==> src/rtl/rice_pkg.sv <==
// Shared state encoding and helpers for the adaptive Rice encoder.
package rice_pkg;

  typedef enum logic [1:0] {
    FILL,
    CALC,
    EMIT
  } enc_state_e;

  localparam int ZW     = 32;
  localparam int SW_MAX = 64;
  localparam int KW     = 4;

  // Width w selects the sign bit; the result is masked to w bits.
  function automatic logic [ZW-1:0] zigzag(
    input logic [ZW-1:0] x,
    input int            w
  );
    logic [ZW-1:0] u;
    u = {x[ZW-2:0], 1'b0};
    if (x[w-1]) u = ~u;
    return u & ~({ZW{1'b1}} << w);
  endfunction

  function automatic logic [KW-1:0] rice_k_select(
    input logic [SW_MAX-1:0] s,
    input int                log2n,
    input int                kmax
  );
    logic [KW-1:0] k;
    k = '0;
    for (int i = 0; i < 16; i++) begin
      if (i <= kmax && (s >> (log2n + i)) != '0) k = KW'(i);
    end
    return k;
  endfunction

endpackage

==> src/rtl/rice_k_select.sv <==
// Rice parameter search: largest k in [0,KMAX] with (S >> (LOG2_N+k)) != 0.
module rice_k_select
  import rice_pkg::*;
#(
  parameter int SW     = 20,
  parameter int LOG2_N = 4,
  parameter int KMAX   = 14
) (
  input  logic [SW-1:0] iSum,
  output logic [KW-1:0] oK
);

  assign oK = rice_pkg::rice_k_select(SW_MAX'(iSum), LOG2_N, KMAX);

endmodule

==> src/rtl/adaptive_rice_encoder.sv <==
// Partition-adaptive Rice encoder: FILL -> CALC -> EMIT per partition.
// Define RICE_PART_BITS_EN to add the oPartBits running-total output.
module adaptive_rice_encoder
  import rice_pkg::*;
#(
  parameter int WIDTH  = 16,
  parameter int LOG2_N = 4,
  parameter int KMAX   = 14
) (
  input  logic                iClock,
  input  logic                iReset,
  input  logic                iValid,
  input  logic [WIDTH-1:0]    iSample,
  output logic                oReady,
  output logic                oValid,
  input  logic                iReady,
  output logic [WIDTH-1:0]    oMSB,
  output logic [KMAX:0]       oLSB,
  output logic [WIDTH:0]      oBitsUsed,
  output logic [3:0]          oParam,
  output logic                oFirst,
  output logic                oLast
`ifdef RICE_PART_BITS_EN
  ,
  output logic [WIDTH+LOG2_N:0] oPartBits
`endif
);

  localparam int N  = 1 << LOG2_N;
  localparam int SW = WIDTH + LOG2_N;
  localparam int LW = KMAX + 1;
  localparam int BW = WIDTH + 1;

  enc_state_e        state_q;
  logic [LOG2_N-1:0] ptr_q;
  logic [SW-1:0]     sum_q;
  logic [WIDTH-1:0]  buf_q [N];
  logic [3:0]        k_q;
  logic [3:0]        k_calc;

  logic [WIDTH-1:0]  u_in;
  logic              take;
  logic              hs;
  logic [LOG2_N-1:0] sel;
  logic [3:0]        ksel;
  logic [WIDTH-1:0]  u_sel;
  logic [LW-1:0]     mask;
  logic [WIDTH-1:0]  msb_d;
  logic [LW-1:0]     lsb_d;
  logic [BW-1:0]     bits_d;

  assign u_in   = WIDTH'(zigzag(ZW'(iSample), WIDTH));
  assign oReady = (state_q == FILL);
  assign take   = oReady & iValid;
  assign hs     = oValid & iReady;
  assign oParam = k_q;

  rice_k_select #(
    .SW    (SW),
    .LOG2_N(LOG2_N),
    .KMAX  (KMAX)
  ) u_ksel (
    .iSum(sum_q),
    .oK  (k_calc)
  );

  // Word to load next: entry 0 with fresh k in CALC, else the following entry.
  always_comb begin
    ksel   = (state_q == CALC) ? k_calc : k_q;
    sel    = (state_q == CALC) ? '0 : ptr_q + LOG2_N'(1);
    u_sel  = buf_q[sel];
    mask   = ~({LW{1'b1}} << ksel);
    msb_d  = u_sel >> ksel;
    lsb_d  = (LW'(1) << ksel) | (LW'(u_sel) & mask);
    bits_d = BW'(msb_d) + BW'(ksel) + BW'(1);
  end

  always_ff @(posedge iClock) begin
    if (iReset) begin
      state_q   <= FILL;
      ptr_q     <= '0;
      sum_q     <= '0;
      k_q       <= '0;
      oValid    <= 1'b0;
      oMSB      <= '0;
      oLSB      <= '0;
      oBitsUsed <= '0;
      oFirst    <= 1'b0;
      oLast     <= 1'b0;
    end else begin
      unique case (state_q)
        FILL: begin
          if (take) begin
            buf_q[ptr_q] <= u_in;
            sum_q        <= sum_q + SW'(u_in);
            ptr_q        <= ptr_q + LOG2_N'(1);
            if (ptr_q == LOG2_N'(N - 1)) state_q <= CALC;
          end
        end
        CALC: begin
          k_q       <= k_calc;
          sum_q     <= '0;
          state_q   <= EMIT;
          oValid    <= 1'b1;
          oMSB      <= msb_d;
          oLSB      <= lsb_d;
          oBitsUsed <= bits_d;
          oFirst    <= 1'b1;
          oLast     <= (N == 1);
        end
        EMIT: begin
          if (hs) begin
            if (oLast) begin
              state_q <= FILL;
              ptr_q   <= '0;
              oValid  <= 1'b0;
              oFirst  <= 1'b0;
              oLast   <= 1'b0;
            end else begin
              ptr_q     <= sel;
              oMSB      <= msb_d;
              oLSB      <= lsb_d;
              oBitsUsed <= bits_d;
              oFirst    <= 1'b0;
              oLast     <= (sel == LOG2_N'(N - 1));
            end
          end
        end
        default: state_q <= FILL;
      endcase
    end
  end

`ifdef RICE_PART_BITS_EN
  logic [SW:0] part_q;
  assign oPartBits = part_q;

  always_ff @(posedge iClock) begin
    if (iReset) begin
      part_q <= '0;
    end else if (state_q == CALC) begin
      part_q <= (SW + 1)'(bits_d);
    end else if (state_q == EMIT && hs && !oLast) begin
      part_q <= part_q + (SW + 1)'(bits_d);
    end
  end
`endif

endmodule

==> config.mk <==
export PLATFORM = sky130hd
export DESIGN_NAME = adaptive_rice_encoder
export DESIGN_NICKNAME = d
export VERILOG_FILES = /design/src/rtl/rice_pkg.sv /design/src/rtl/rice_k_select.sv /design/src/rtl/adaptive_rice_encoder.sv
export SDC_FILE = /design/constraint.sdc
export NUM_CORES = 1
export LEC_CHECK = 0
export CAP_MARGIN = 20
export CORE_MARGIN = 2
export CORE_UTILIZATION = 42
export CTS_BUF_LIST = sky130_fd_sc_hd__clkbuf_16
export CTS_CLUSTER_DIAMETER = 40
export DETAILED_ROUTE_END_ITERATION = 10
export PLACE_DENSITY = 0.71
export SYNTH_ARGS = -nofsm -noshare
export SYNTH_HDL_FRONTEND = slang
export SYNTH_HIERARCHICAL = 1
export SYNTH_SLANG_ARGS = --single-unit
==> constraint.sdc <==
create_clock -name iClock -period 6.05 [get_ports iClock]
set_input_delay 0.9075 -clock iClock [delete_from_list [all_inputs] [get_ports iClock]]
set_output_delay 0.9075 -clock iClock [all_outputs]
set_load 0.1 [all_outputs]
# == Yosys cells after proc, flatten, opt, wreduce, memory -nomap -nowiden ==
# Memory sizes are Yosys's and may differ from the RTL's.
# Cells that the tools add are included.
# totals
register_bits,81
latch_bits,0
ram_bits,256
rom_bits,0
output_inout_bits,56
n_memories,1
# classes
addsub,4
multipliers,0
div_mod_pow,0
order_cmp,0
eq_ne,9
shifts,3
muxes,49
n_bitwise,6
reduce_logical,24
# memory_table
memory,depth,word_bits,rd,rd_ports_with_merged_regs,write_ports,line_no,rtl
buf_q,16,16,1,0,1,adaptive_rice_encoder.sv:37,logic [WIDTH-1:0] buf_q [N];
# op_table
op,count
64-bit nonzero test,14
4-bit two-way mux,18
16-bit two-way mux,3
20-bit one-hot mux with 2 select lines,1
17-bit two-way mux,2
17-bit one-hot mux with 2 select lines,1
16-bit one-hot mux with 2 select lines,1
15-bit two-way mux,2
15-bit one-hot mux with 2 select lines,1
20-bit by 16-bit adder with 20-bit output,1
20-bit two-way mux,1
16-bit by 4-bit adder with 17-bit output,1
17-bit by 1-bit adder with 17-bit output (second input constant),1
16-bit NOT,1
16-bit by 4-bit right shift with 16-bit output,1
15-bit bitwise AND,1
15-bit NOT,1
15-bit OR,1
1-bit by 4-bit left shift with 15-bit output (first input constant),1
15-bit by 4-bit left shift with 15-bit output (first input constant),1
1-bit two-way mux,10
3-bit AND reduction,3
4-bit == test (second input constant),2
2-bit two-way mux,4
other kinds (13),22

# == Depth between registers and ports, before layout ==
# Gate-level depths: netlist of run 1.
# depth
ltp_word,23
ltp_mapped,26
ltp_nobuf,21

# == By module ==
# Netlist of run 1, hierarchy kept.
# by_module_without_submodules
mod,instances,cells_each,area_each_um2
adaptive_rice_encoder,1,1358,15977.8
rice_k_select,1,24,140.1

# == Worst setup path after synthesis of run 1 ==
# No wires, ideal clock.
# synth_timing
kind,register to register
from,register ptr_q[0]
to,register oBitsUsed[16]
setup_time_ns,0.070
t_arrival_ns,5.013
t_required_ns,5.980
path_slack_ns,0.966
stages_incl_launch_ff,27
n_path_buf,7
path_cell_list,dfxtp_1 > inv_2 > buf_2 > clkbuf_1 > clkbuf_1 > ha_1 > buf_2 > nand2_2 > buf_2 > buf_1 > clkbuf_1 > a211oi_1 > a311oi_1 > o31ai_1 > o221ai_1 > o21ai_0 > nand2_1 > a21oi_1 > ha_1 > fa_1 > inv_1 > a21o_1 > a21oi_1 > inv_1 > nand2b_1 > or4_1 > a21oi_1
# synth_via
elab_chain_len,9
# synth_lines
element,line_no,rtl
from (decl),adaptive_rice_encoder.sv:35,logic [LOG2_N-1:0] ptr_q;
from (signal assigned),adaptive_rice_encoder.sv:96,ptr_q <= ptr_q + LOG2_N'(1);
from (signal assigned),adaptive_rice_encoder.sv:120,ptr_q <= sel;
4-bit by 1-bit adder with 4-bit output *,adaptive_rice_encoder.sv:70,sel = (state_q == CALC) ? '0 : ptr_q + LOG2_N'(1);
4-bit two-way mux *,adaptive_rice_encoder.sv:70,
memory 16 x 16 bit *,--,
16-bit by 4-bit right shift with 16-bit output *,adaptive_rice_encoder.sv:73,msb_d = u_sel >> ksel;
16-bit by 4-bit adder with 17-bit output *,adaptive_rice_encoder.sv:75,bits_d = BW'(msb_d) + BW'(ksel) + BW'(1);
17-bit by 1-bit adder with 17-bit output *,adaptive_rice_encoder.sv:75,
17-bit two-way mux,adaptive_rice_encoder.sv:113,if (oLast) begin
17-bit two-way mux,adaptive_rice_encoder.sv:112,if (hs) begin
17-bit one-hot mux with 2 select lines *,adaptive_rice_encoder.sv:91,unique case (state_q)
to (signal assigned),adaptive_rice_encoder.sv:107,oBitsUsed <= bits_d;
to (signal assigned),adaptive_rice_encoder.sv:123,oBitsUsed <= bits_d;
to (decl),adaptive_rice_encoder.sv:19,"output logic [WIDTH:0] oBitsUsed,"
# Mark *: on every way between the ends. The rest lies on a longest branch, timed or not. The select of a mux whose other input is x is not followed.
# A chain may end at the register's enable or synchronous reset.

# == Final worst setup path of run 1 ==
# layout_timing
from,register ptr_q[1]
to,register oBitsUsed[16]
# layout_via
elab_chain_len,9
# layout_lines
element,line_no,rtl
4-bit by 1-bit adder with 4-bit output *,adaptive_rice_encoder.sv:70,
4-bit two-way mux *,adaptive_rice_encoder.sv:70,
memory 16 x 16 bit *,--,
16-bit by 4-bit right shift with 16-bit output *,adaptive_rice_encoder.sv:73,
via msb_d[1],adaptive_rice_encoder.sv:48,logic [WIDTH-1:0] msb_d;
16-bit by 4-bit adder with 17-bit output *,adaptive_rice_encoder.sv:75,
17-bit by 1-bit adder with 17-bit output *,adaptive_rice_encoder.sv:75,
17-bit two-way mux,adaptive_rice_encoder.sv:113,
17-bit two-way mux,adaptive_rice_encoder.sv:112,
17-bit one-hot mux with 2 select lines *,adaptive_rice_encoder.sv:91,
# Mark *: on every way through the listed nets, which the timed path passes. The rest lies on a longest branch. The select of a mux whose other input is x is not followed.

==> summary by stage, run 1 <==
Clocking
The TritonCTS clock tree is done. Counting the buffers created by CTS gives 43. The number of levels the H-tree was split into is 2. In this run, post-CTS hold repair placed 0 buffers. The clock root buffer is sky130_fd_sc_hd__clkbuf_16. The clock passes through at most 3 buffers. The clock reaches the later pin of the worst-skew pair after 550 ps.

CTS saw 337 sinks. The post-CTS setup buffer count is 0. Gates resized during post-CTS repair numbered 0.

Clock-pin slew was measured on the worst setup and hold paths at 60 ps.

GRT
Entering global routing, the biggest net connects 131 pins. The first global-routing pass estimated 68.2 mm of wire. The total routing resource utilization after global routing is 0.225. The number of global-route vias before repair is 11.5k. The initial antenna violation count came to 0. The total overflow left after global routing is 0.

Synth
In the synthesized netlist the dominant register cell turns out to be sky130_fd_sc_hd__edfxtp_1. By area the synthesized netlist is led by sky130_fd_sc_hd__edfxtp_1, sky130_fd_sc_hd__dfxtp_1, sky130_fd_sc_hd__nor2_1. In the synthesized netlist, the number of instances is 1382. A synthesized cell averages 11.7 sq um. Counting flops and latches in the post-synthesis netlist gives 337. The part of the Yosys area used for sequential elements is 0.578. The number of warnings issued by yosys is 6. sky130_fd_sc_hd__edfxtp_1 takes more of the synthesized area than any other cell. The async set-or-reset flop fraction in the synthesized netlist is 0. The summed instance area of the synthesized netlist is 0.0161 sq mm.

Synthesis instantiated 88 different standard cells from the library. The area fraction of the dominant cell type after synthesis is 0.477. The net count after synthesis is 1428. Yosys mapped a number of flops with a built-in enable equal to 256.

Power
Of the total power, the share spent switching nets is 0.269. Of the total power, registers draw 0.444. Summed over all cells, the static leakage comes to 6.41 nW.

Power spread over the standard cell area amounts to 306 mW/mm^2. Of the total power, the clock network draws 0.420. IR analysis of the VDD net gives a maximum drop of 0.000298 V. The combinational cell fraction of total power is 0.136. The internal power of the cells totals 4.23 mW. Summed over all nets, the switching power comes to 1.56 mW. The total power consumption of the routed design is 5.78 mW.

Die
The area of the die is 0.0400 sq mm. Pin placement for this block handled 76 I/O pins. The overall die height is 200 microns. In this run the horizontal extent of the chip is 200 microns.

Row generation in the floorplan step produced 71 rows. The area of the core is 0.0378 sq mm. The initial utilization of the core area, before any placement, comes to 0.427.

Timing
The ratio of final minimum period to clock period is 0.870. The maximum frequency from static timing analysis is 0.190 GHz. For the pin with the worst max-slew slack, the measured transition is 1050 ps. Subtracting the final worst setup slack from the clock period gives 5260 ps. Setup repair after global routing left no endpoint under its margin. For the final routed database, the setup TNS stands at 0 ps. The max-slew violation total from the final report is 0. The number of endpoints with negative hold slack in the final report was 0. The worst clock skew on the final layout is 21.5 ps.

Setup violations remaining at the end of the flow were counted as 0. The worst slew margin relative to its limit is 0.297.

Critical path
The worst reg-to-reg path cell count is 18. STA puts the critical path data arrival time at 5740 ps. The slowest stage of the critical path is the sky130_fd_sc_hd__nor2_2 cell. The kind of end point of the critical path is a register. The top cell family by delay on the critical path is compound AO/OA/AOI/OAI gates.

The capture point of the worst reg-to-reg path is oBitsUsed[16]. STA puts the critical path data required time at 6520 ps. Across all register-to-register paths, the minimum setup slack is 790 ps. Traced cell by cell, the critical path runs through ha_1 > xor2_2 > nor2_2 > o22ai_1 > o21ai_0 > mux2_2 > mux4_2 > a21oi_1 > o21ai_0 > inv_1 > fa_1 > inv_1 > a21o_1 > a21oi_1 > inv_1 > nand2b_1 > or4_1 > a21oi_1. Of all nets on the critical path, the largest fanout is 17. The start of the worst register-to-register path is ptr_q[1].

Counting both buffers and inverters, the worst setup path holds a total of 3. The startpoint kind of the worst setup timing path is a register. The delay of the slowest cell on the worst path is 730 ps. The type of the setup path with the least slack is register to register.

Detailed routing
Dividing the detail-routed wire length by the instance count gives 22.2 microns. In the routed layout, each cell is associated on average with a via count of 5.97. Summing over every cut layer, the via total after detailed routing is 12.0k. The number of antenna-violating nets in the routed design is 0. The detailed-router iteration count before antenna repair is 5. The routed design has 44.6 mm of wire. For this run, design rule violations remaining after detail routing come to 0.

In this run, the number of DRC markers left after iteration 0 of detailed routing was 1168.

Final layout
The count of antenna diodes in the layout is 0. The signed area change from the synthesized netlist to the final layout is 17.2%. The final standard cell count with taps included and fillers excluded is 2010.

For this run, the post-layout net count is 1510. In the final layout, the share of cells above drive strength 1 is 0.135. For this run, the share of the core covered by cells in the final layout is 0.500. The layout has 3288 filler cells.

Hold path
The class of the tightest hold or removal check is register to register. The hold path depth is 2. The worst-case hold path end point is oMSB[11]. In this run the most critical hold path is launched from oMSB[11].

Placement
The total half-perimeter wirelength after legalization and detailed placement is 29.5 mm. Buffers placed on the I/O ports in this run total 75. The number of cells in the design after placement is 1930. At the end of routability-driven placement, the weighted congestion stood at 0.969.

Status
The flow ran to the end, and the final reports show no timing, DRC or antenna violations.

Run
The tool flagged a number of max-cap violations equal to 0.
[tightest hold or removal path, stage by stage, from the launching register on]
cell	delay, ps
sky130_fd_sc_hd__dfxtp_1	310
sky130_fd_sc_hd__nand2_1	50
sky130_fd_sc_hd__a21oi_1	50
[sequential cells by signal, indices dropped and copies added (netlist names)]
signal / flops
oLast: 1
state_q: 2
oValid: 1
ptr_q: 4
oBitsUsed: 17
oFirst: 1
oParam: 4
oLSB: 15
oMSB: 16
sum_q: 20
buf_q: 256
[layout by cell type, fill, tap and decap left out, drive strengths merged, types with 33 or more instances in the layout]
master         count
edfxtp           256
nor2             149
nand2             88
dfxtp             81
nand3             80
clkdlybuf4s50     74
a21oi             66
buf               62
o21ai             56
clkbuf            44
a2bb2oi           41
mux2i             41
o221ai            40
inv               33
[through the flow]
stage	hold WS [ps]	setup WS [ps]	area [sq um]
floorplan	448	966	16100
global placement	441	907	17500
detailed placement	447	871	17500
CTS	454	907	18900
global route	469	485	18900
finish	451	787	18900
[layout make-up]
| class | instances | area, sq um | area share |
|---|---|---|---|
| Timing Repair Buffer | 136 | 1220 | 0.0644 |
| Clock buffer | 44 | 1100 | 0.0583 |
| Clock inverter | 36 | 282 | 0.0149 |
| Tap cell | 511 | 639 | 0.0338 |
| Multi-Input combinational cell | 926 | 6260 | 0.332 |
| Inverter | 20 | 75.1 | 0.00397 |
| Sequential cell | 337 | 9310 | 0.493 |
[cell usage after synthesis (all sizes together), types with 10 or more instances]
library cell  count
edfxtp          256
nor2            149
nand2            88
dfxtp            81
nand3            80
a21oi            66
o21ai            56
buf              55
clkbuf           44
a2bb2oi          41
mux2i            41
o221ai           40
mux2             32
and2             29
a211oi           26
ha               24
nor3             24
xor2             21
o211ai           20
inv              19
a311oi           14
nand2b           14
a31oi            13
xnor2            13
nor2b            11
or3              10
[layer usage]
layer	vias to the layer above	track usage	share of wire
met5	-	0	0
met4	0	0.106	0.046
met3	122	0.0420	0.080
met2	543	0.357	0.47
met1	5885	0.299	0.41
li1	5457	-	-
[how the worst max path moves through the flow]
stage	start	end	slack, ps	cells past startpoint
floorplan	ptr_q[0]	oBitsUsed[16]	970	26
global placement	iSample[15]	sum_q[18]	910	14
detailed placement	iSample[15]	sum_q[16]	870	14
CTS	ptr_q[1]	oBitsUsed[16]	910	18
global route	ptr_q[1]	oBitsUsed[15]	480	17
finish	ptr_q[1]	oBitsUsed[16]	790	18
[power by group through the flow]
stage          logic, mW  clock network [mW]  registers, mW
2_1_floorplan      0.532                   0           2.61
4_1_cts            0.776                2.46           2.57
3_3_place_gp       0.763                   0           2.62
6_report           0.787                2.43           2.57
5_1_grt            0.854                2.56           2.57
3_5_place_dp       0.772                   0           2.62
[kinds of logic after synthesis]
kind of cell,synth area share
muxes,0.0572
AOI/OAI and AO/OA,0.159
and+or+nand+nor,0.129
adders and majority gates,0.0211
DFF,0.578
buffers and inverters,0.0358
xor gates and xnor gates,0.0201
(Power assumes the default switching activity.)
==> run 2, diff against run 1 <==
- SETUP_SLACK_MARGIN: unset -> 0.02
==> results of run 2 <==
Same layout as run 1: the final DEF is identical, and so are final timing and power.
